--- src/rtl/gcd_driver.sv ---
// Requester-side front end for an iterative start/done GCD engine: one operation in flight,
// stale engine done masked for one cycle after start, watchdog abort, saturating statistics.
module gcd_driver #(
  parameter int unsigned WIDTH   = 41,
  parameter int unsigned TIMEOUT = 1023,
  parameter int unsigned CNT_W   = 16
) (
  input  logic             clk,
  input  logic             reset,
  input  logic             in_valid,
  output logic             in_ready,
  input  logic [WIDTH-1:0] in_a,
  input  logic [WIDTH-1:0] in_b,
  output logic             out_valid,
  input  logic             out_ready,
  output logic [WIDTH-1:0] out_res,
  output logic             out_timeout,
  output logic             eng_start,
  output logic [WIDTH-1:0] eng_a,
  output logic [WIDTH-1:0] eng_b,
  input  logic [WIDTH-1:0] eng_res,
  input  logic             eng_done,
  output logic [CNT_W-1:0] op_count,
  output logic [CNT_W-1:0] to_count
);

  // Watchdog only ever needs to reach TIMEOUT-1.
  localparam int unsigned WD_W = (TIMEOUT > 1) ? $clog2(TIMEOUT) : 1;
  localparam logic [WD_W-1:0] WD_LAST = WD_W'(TIMEOUT - 1);

  typedef enum logic [2:0] {StIdle, StIssue, StBlank, StWait, StHold} state_e;

  state_e state_q, state_d;

  logic [WIDTH-1:0] eng_a_q, eng_a_d;
  logic [WIDTH-1:0] eng_b_q, eng_b_d;
  logic [WIDTH-1:0] res_q, res_d;
  logic             to_q, to_d;
  logic [WD_W-1:0]  wd_q, wd_d;
  logic [CNT_W-1:0] op_q, op_d;
  logic [CNT_W-1:0] toc_q, toc_d;

  always_ff @(posedge clk) begin
    if (reset) begin
      state_q <= StIdle;
    end else begin
      state_q <= state_d;
    end
  end

  always_comb begin
    state_d = state_q;
    unique case (state_q)
      StIdle:  if (in_valid) state_d = StIssue;
      StIssue: state_d = StBlank;
      StBlank: state_d = StWait;
      StWait:  if (eng_done || (wd_q == WD_LAST)) state_d = StHold;
      StHold:  if (out_ready) state_d = StIdle;
      default: state_d = StIdle;
    endcase
  end

  always_comb begin
    in_ready  = (state_q == StIdle);
    eng_start = (state_q == StIssue);
    out_valid = (state_q == StHold);
  end

  // Datapath next-state; done beats the watchdog when both land in the same WAIT cycle.
  always_comb begin
    eng_a_d = eng_a_q;
    eng_b_d = eng_b_q;
    res_d   = res_q;
    to_d    = to_q;
    wd_d    = wd_q;
    op_d    = op_q;
    toc_d   = toc_q;
    unique case (state_q)
      StIdle: begin
        if (in_valid) begin
          eng_a_d = in_a;
          eng_b_d = in_b;
        end
      end
      StIssue: wd_d = '0;
      StWait: begin
        if (eng_done) begin
          res_d = eng_res;
          to_d  = 1'b0;
        end else if (wd_q == WD_LAST) begin
          res_d = '0;
          to_d  = 1'b1;
        end else begin
          wd_d = wd_q + WD_W'(1);
        end
      end
      StHold: begin
        if (out_ready) begin
          if (to_q) begin
            toc_d = (&toc_q) ? toc_q : toc_q + CNT_W'(1);
          end else begin
            op_d = (&op_q) ? op_q : op_q + CNT_W'(1);
          end
        end
      end
      default: ;
    endcase
  end

  always_ff @(posedge clk) begin
    if (reset) begin
      eng_a_q <= '0;
      eng_b_q <= '0;
      res_q   <= '0;
      to_q    <= 1'b0;
      wd_q    <= '0;
      op_q    <= '0;
      toc_q   <= '0;
    end else begin
      eng_a_q <= eng_a_d;
      eng_b_q <= eng_b_d;
      res_q   <= res_d;
      to_q    <= to_d;
      wd_q    <= wd_d;
      op_q    <= op_d;
      toc_q   <= toc_d;
    end
  end

  assign eng_a       = eng_a_q;
  assign eng_b       = eng_b_q;
  assign out_res     = res_q;
  assign out_timeout = to_q;
  assign op_count    = op_q;
  assign to_count    = toc_q;

endmodule

--- config.mk ---
export PLATFORM = sky130hd
export DESIGN_NAME = gcd_driver
export DESIGN_NICKNAME = d
export VERILOG_FILES = /design/src/rtl/gcd_driver.sv
export SDC_FILE = /design/constraint.sdc
export NUM_CORES = 1
export LEC_CHECK = 0
export ABC_CLOCK_PERIOD_IN_PS = 2400
export CAP_MARGIN = 0
export CORE_ASPECT_RATIO = 1.4
export CORE_UTILIZATION = 35
export DETAILED_ROUTE_END_ITERATION = 8
export GPL_TIMING_DRIVEN = 0
export PLACE_DENSITY = 0.69
export SYNTH_ARGS = -nofsm -noshare
export SYNTH_HDL_FRONTEND = slang
export SYNTH_SLANG_ARGS = --single-unit
--- constraint.sdc ---
create_clock -name clk -period 2.4 [get_ports clk]
set_clock_uncertainty 0.1 [all_clocks]
set_input_delay 0.48 -clock clk [delete_from_list [all_inputs] [get_ports clk]]
set_output_delay 0.48 -clock clk [all_outputs]
set_load 0.01 [all_outputs]
Yosys cells after proc, flatten, opt, wreduce, memory -nomap -nowiden
Cells that the tools add are included.
{"block": "word_totals", "elab_cells": 47, "out_inout_bits": 159, "ff_bits": 169}
{"block": "classes", "n_mux": 11, "n_reduce_logical": 12, "n_bitwise": 3, "n_eq_ne": 10, "n_addsub": 3}
{"op": "41-bit 2-to-1 mux", "count": 2}
{"op": "16-bit by 1-bit adder with 16-bit output (second input constant)", "count": 2}
{"op": "16-bit AND reduction", "count": 2}
{"op": "10-bit 2-to-1 mux", "count": 2}
{"op": "10-bit case mux with 2 select lines", "count": 1}
{"op": "3-bit case mux with 5 select lines", "count": 1}
{"op": "10-bit by 1-bit adder with 10-bit output (second input constant)", "count": 1}
{"op": "10-bit == test (second input constant)", "count": 1}
{"op": "3-bit 2-to-1 mux", "count": 3}
{"op": "2-bit != test (second input constant)", "count": 4}
{"op": "4-bit AND reduction", "count": 2}
{"op": "3-bit by 2-bit == test with 1-bit output (second input constant)", "count": 2}
{"op": "3-bit AND reduction", "count": 2}
{"op": "2-bit AND reduction", "count": 2}
{"op": "2-bit nonzero test", "count": 2}
{"op": "3-bit by 1-bit == test with 1-bit output (second input constant)", "count": 1}
{"op": "3-bit == test (second input constant)", "count": 1}
{"op": "3-bit logical NOT", "count": 1}
{"op": "1-bit NOT", "count": 3}
{"op": "1-bit 2-to-1 mux", "count": 2}
{"op": "2-bit by 1-bit != test with 1-bit output (second input constant)", "count": 1}
{"op": "1-bit logical OR", "count": 1}

Longest topological paths before layout
Gate-level depths: netlist of the first run.
{"block": "logic_depth", "word_depth": 4, "depth_mapped": 7}

Least setup slack after synthesis of the first run
Ideal clock, no wire load.
{"block": "synth_timing", "path_kind": "reg-to-reg", "startpoint": "register toc_q[8], in the netlist to_count[8]", "endpoint": "register toc_q[15], in the netlist to_count[15]", "t_arrival_ps": 1734, "setup_ps": 121, "setup_slack_ps": 445, "stages_incl_launch_ff": 5, "path_cell_list": "dfxtp_1 > nand4_1 > or3_1 > nor4b_1 > mux2_2"}
{"block": "synth_via", "elab_chain_len": 3, "word_cells_on_any_way": 4, "classes_between": "add/sub (1); bitwise (1); reduce/logical (2)"}
{"item": "start: declaration", "line": "41", "source": "logic [CNT_W-1:0] toc_q, toc_d;"}
{"item": "start signal: assignment", "line": "126", "source": "toc_q <= toc_d;"}
{"item": "parallel branches: the longest is 3 deep, another holds 16-bit by 1-bit adder with 16-bit output"}
Several ways; the timed one is not identified.
A chain may end at the register's enable or synchronous reset.

Worst setup path after layout of the first run
{"block": "layout_timing", "startpoint": "input out_ready", "endpoint": "register toc_q[15], in the netlist to_count[15]"}
{"block": "layout_via", "elab_chain_len": 1}
{"item": "start: declaration", "line": "15", "source": "input logic out_ready,"}
{"item": "4-bit AND reduction (no line)"}
No other way between the ends.

==> impl_metrics.yaml, run 1 <==
run:
  drv_cap: 0
power_and_ir_drop:
  ir_drop_uv: 392
  powerDensity_nw_per_um2: 635
  power_mw: 6.56
  leakagePower_nw: 3.76
worst_setup_path:
  path_class: "primary input to flop"
  crit_buf_inv: 2
  required_ps: 2610
  end_kind: "flop"
  cp_max_fo: 7
  cp-start-kind: "primary input"
  max_stage_delay_ps: 470
  path_delay_family: "simple AND/OR/NAND/NOR gates"
  slowest_stage: "clkdlybuf4s50_1"
  worstPathArrival_ps: 2460
  cp_cell_sequence: "clkdlybuf4s50_1 -> nor4bb_1 -> buf_4 -> nand4_2 -> nor4b_1 -> mux2_2"
synth:
  ys_types: 53
  yosysMostFrequentCell: "nand2_1"
  synth_top_flop_cell: "dfxtp_1"
  synthCells: 751
  synth_area_leaders: "dfxtp_1 51%, nand2_1 11%, a21oi_1 7.9%"
  synth_edf_count: 0
  avgSynthCellArea_um2: 8.78
  synth_seq_cells: 169
  syn-num-nets: 883
  netlist_area_um2: 6590
  synth-async-reset-ratio_pct: 0
  post-synth-top-area-cell: "dfxtp_1"
  yosysSeqAreaShare_pct: 51.3
  synth_common_cells: "187 x nand2_1, 169 x dfxtp_1, 104 x a21oi_1, 41 x a22o_1, 32 x clkbuf_1"
  synth_top_cell_area_share_pct: 51.3
  ys_warn_count: 0
sta:
  finalHoldViolations: 0
  slew_headroom_pct: 48.1
  fmax_mhz: 445
  finalCritPeriodShare_pct: 93.7
  grt_setup_unrepaired: "no"
  tns_ps: 0
  drv_slew: 0
  tightestPinTransition_ps: 773
  whs_ps: 352
  finalCriticalPeriod_ps: 2250
  setup_violations: 0
placement:
  placed_cell_area_um2: 9750
  dpl.hpwl_um: 14700
  portBuffers: 285
  gp_congestion: 0.845
finish:
  drive_above_1_share_pct: 7.20
  diodes: 0
  nNetsFinal: 1188
  postLayoutCoreUtil_pct: 55.8
  fin_area_um2: 10300
  syn_to_final_growth_pct: 56.7
grt:
  grt_max_degree: 17
  antenna_found_initial: 0
  grtUsageTotal_pct: 19.9
  grt-ovfl-total: 0
  first_global_vias: 5959
  grt_pass1_wl_um: 30700
cts:
  clk_latency_ps: 420
  clk_pin_slew_ps: 70
  cts_sinks: 169
  clk_path_buf_depth: 2
  h-tree-depth: 4
  cts_buffers: 17
  cts-root-buf: "clkbuf_16"
  cts_tree: "done"
  holdBufCountCts: 0
detailed_routing:
  drt-total-wl_um: 19800
  routed_via_density: 4.93
  vias: 6468
  drc: 0
  wl_per_cell_um: 15.1
  drtAntennaViolNets: 0
  first_iter_violations: 257
  dr.pass1.iters: 4
floorplan:
  start_util_pct: 35.6
  design.die.area_um2: 19400
  die_w_um: 118
  core_area_um2: 18500
  die_h_um: 164
  num_rows: 59
  io_pins: 287
run_status:
  outcome: "completed"
worst_hold_path:
  min_path_type: "flop to flop"
-- cells in the final DEF, fill, tap and decap left out, types with 12 or more instances in the layout --
cell type / Yosys / routed
a22o_1: 41 / 41
clkbuf_16: 0 / 17
clkdlybuf4s50_1: 0 / 282
clkbuf_1: 32 / 33
buf_2: 18 / 18
a21oi_1: 104 / 104
inv_1: 12 / 12
nand3_1: 14 / 14
dfxtp_1: 169 / 169
nand2_1: 187 / 187
nor2_1: 19 / 19
-- metal layers --
metal | part of all wire [%] | GRT usage, %
met2 | 53 | 36.7
met4 | 1.5 | 5.83
met3 | 5.6 | 4.94
met5 | 0 | 0
met1 | 40 | 22.5
-- metrics by stage --
step           std cells  setup slack (ps)
2_1_floorplan        751               445
3_3_place_gp        1280              -647
3_5_place_dp        1280              -686
4_1_cts             1312               104
5_1_grt             1313              8.69
6_report            1313               152
-- worst register-to-register path: stages, from the launching register on --
cell and delay (ps):
dfxtp_1 430, ha_1 220, nand3_1 180, nor4_2 530
buf_2 300, nor3_1 80, mux2_2 260
-- worst paths after layout --
kind / from / endpoint / slack [ps] / cells after the start
max: out_ready / to_count[15] / 150 / 6
min: eng_b[38] / eng_b[38] / 350 / 2
min reg2reg: eng_b[38] / eng_b[38] / 350 / 2
max reg2reg: to_count[0] / to_count[6] / 200 / 6
-- layout make-up --
cell class | count | area [µm²]
Fill cell | 1748 | 8200
Sequential cell | 169 | 3380
Buffer | 52 | 223
Multi-Input combinational cell | 518 | 2950
Inverter | 12 | 45.0
Clock buffer | 19 | 433
Timing Repair Buffer | 286 | 2860
Tap cell | 244 | 305
Clock inverter | 13 | 135
-- state kept, by name (all words and copies together) (netlist names) --
signal and flops:
wd_q 10, eng_a 41, eng_b 41, op_count 16, state_q 3, out_res 41
to_count 16, out_timeout 1
-- power breakdown --
| part | switching (mW) | leakage [nW] | total (mW) | internal (mW) |
|---|---|---|---|---|
| Clock | 1.18 | 0.277 | 2.64 | 1.46 |
| Sequential | 0.0600 | 1.37 | 2.99 | 2.93 |
| Combinational | 0.441 | 2.11 | 0.940 | 0.499 |
-- kinds of logic after synthesis --
| kind of cell | Yosys count | share of synthesized area (%) |
|---|---|---|
| compound gates | 198 | 19.5 |
| fa+ha+maj | 4 | 0.759 |
| buf+inv | 64 | 4.04 |
| flops | 169 | 51.3 |
| mux | 13 | 2.16 |
| simple gates | 303 | 22.2 |
-- what timing repair did --
action / 4_1_cts / 5_1_grt
resized for setup: 5 / 0
hold endpoints to repair: 0 / 0
pin swaps: 0 / 1
setup endpoints to repair: 43 / 11
buffers inserted: 0 / 1
gates cloned: 0 / 0
(Power assumes the default switching activity.)
==> run 2: changes to the inputs <==
--- a/config.mk
+++ b/config.mk
@@ -8,9 +8,11 @@
 export ABC_CLOCK_PERIOD_IN_PS = 2400
 export CAP_MARGIN = 0
 export CORE_ASPECT_RATIO = 1.4
+export CORE_MARGIN = 2
 export CORE_UTILIZATION = 35
 export DETAILED_ROUTE_END_ITERATION = 8
 export GPL_TIMING_DRIVEN = 0
+export MAX_ROUTING_LAYER = met4
 export PLACE_DENSITY = 0.69
 export SYNTH_ARGS = -nofsm -noshare
 export SYNTH_HDL_FRONTEND = slang
==> constraint.sdc (replaced) <==
create_clock -name clk -period 2.4 [get_ports clk]
set_clock_uncertainty 0.1 [all_clocks]
set_input_delay 0.72 -clock clk [delete_from_list [all_inputs] [get_ports clk]]
set_output_delay 0.72 -clock clk [all_outputs]
set_load 0.01 [all_outputs]
==> impl_metrics.yaml, run 2 (same netlist as run 1, synthesis figures left out) <==
run_status:
  outcome: "completed"
cts:
  clk_pin_slew_ps: 70
  cts_sinks: 169
  cts_tree: "done"
  cts-root-buf: "clkbuf_16"
  clk_latency_ps: 420
  clk_path_buf_depth: 2
  cts_buffers: 17
  h-tree-depth: 4
run:
  drv_cap: 0
finish:
  final_cell_mix: "282 x clkdlybuf4s50_1, 186 x nand2_1, 167 x dfxtp_1"
  nNetsFinal: 1189
  stdcell_count: 1314
  drive_above_1_share_pct: 8.98
  final_common_cell: "clkdlybuf4s50_1"
  fin_area_um2: 10400
  syn_to_final_growth_pct: 58.3
placement:
  dpl.cell_count: 1280
  gp_congestion: 0.867
  placed_cell_area_um2: 9750
  portBuffers: 285
  dpl.hpwl_um: 15000
worst_setup_path:
  worstPathArrival_ps: 2600
  path_class: "primary input to flop"
  r2r-start: "wd_q[0]"
  cp_max_fo: 8
  required_ps: 2660
  crit_start: "out_ready"
  end_kind: "flop"
  cp-start-kind: "primary input"
floorplan:
  core_area_um2: 18500
  num_rows: 59
  design.die.area_um2: 20000
  io_pins: 287
  start_util_pct: 35.6
  die_w_um: 120
  die_h_um: 166
sta:
  finalCriticalPeriod_ps: 2350
  drv_slew: 0
  fmax_mhz: 426
  slew_headroom_pct: 56.6
  finalHoldViolations: 0
  tns_ps: 0
  finalCritPeriodShare_pct: 97.8
  tightestPinTransition_ps: 645
  setup_violations: 0
power_and_ir_drop:
  powerDensity_nw_per_um2: 633
  power_frac_clock_pct: 40.4
  ir_drop_uv: 476
  switching_share_pct: 25.4
  leakagePower_nw: 3.80
  comb_power_share_pct: 14.4
  power_switching_mw: 1.68
  p_int_mw: 4.93
  seq_power_share_pct: 45.2
detailed_routing:
  topRoutingLayerUsed: "met4"
  drt-total-wl_um: 20400
  routed_via_density: 4.98
  vias: 6549
  drc: 0
  wl_per_cell_um: 15.5
  route.met3.wl_um: 1140
  first_iter_violations: 289
  drtAntennaViolNets: 0
  met2_length_um: 10500
  dr.pass1.iters: 4
  drt-met1-wl_um: 8310
worst_hold_path:
  worstHoldStart: "eng_b[30]"
  min_path_type: "flop to flop"
grt:
  grtUsageTotal_pct: 20.4
  grt_pass1_wl_um: 32000
  first_global_vias: 6264
  grt-ovfl-total: 0
  antenna_found_initial: 1
  grt_max_degree: 17
## run 2: cell types whose count changed in the layout (fill, tap and decap cells not counted), sizes merged
cell           change
clkinv             -2
buf                +1
inv                -1
diode              +1
clkdlybuf4s15      +2
dlygate4sd2        -2
clkinvlp           +2
## run 2: worst paths after layout
kind | to | slack, ps | cells after the start
setup / recovery | to_count[10] | 50 | 7
hold / removal | eng_b[30] | 350 | 2
setup reg to reg | wd_q[0] | 190 | 7
hold reg to reg | eng_b[30] | 350 | 2
## run 2: critical path, cell delays in order
cell and delay [ps]:
clkdlybuf4s50_1 520, nor4bb_4 220, buf_6 180, buf_4 130, nand4_4 130, or4_4 550
a21oi_2 150
## run 2: final cells by class
cell class	count	area (µm²)
antenna	1	2.50
buffer	52	241
clock buffer	19	453
clock inverter	12	115
fill	1707	8090
inverter	12	45.0
multi-input combinational	518	3030
sequential	169	3390
tap	244	305
timing repair buffer	287	2870
## run 2: power groups by stage
stage                     clock, mW  combinational (mW)  sequential [mW]
after global routing           2.86                1.04             3.00
after CTS                      2.74               0.956             2.99
after global placement            0               0.948             3.05
final                          2.67               0.953             2.99
after detailed placement          0               0.952             3.05
after floorplan                   0               0.323             3.10
## run 2: timing repair
| action | 4_1_cts | 5_1_grt |
|---|---|---|
| buffers inserted | 1 | 1 |
| pin swaps | 1 | 1 |
| resized for setup | 17 | 18 |
| endpoints found under the setup margin | 56 | 79 |
| hold buffers | 0 | 0 |
## run 2: per-stage QoR
step	power, mW	util [%]	setup WS (ps)	hold slack (ps)
6_report	6.61	56.4	53.5	353
5_1_grt	6.90	56.4	-4.46	370
4_1_cts	6.68	56.0	1.12	355
3_5_place_dp	4.00	52.6	-779	346
3_3_place_gp	4.00	52.6	-768	341
2_1_floorplan	3.43	-	207	361
## run 2: layer usage
layer  global-route usage [%]  vias to the layer above
li1                         -                     3271
met1                     22.8                     3062
met2                     35.6                      196
met3                     4.26                       20
met4                     7.31                        0
met5                        -                        -
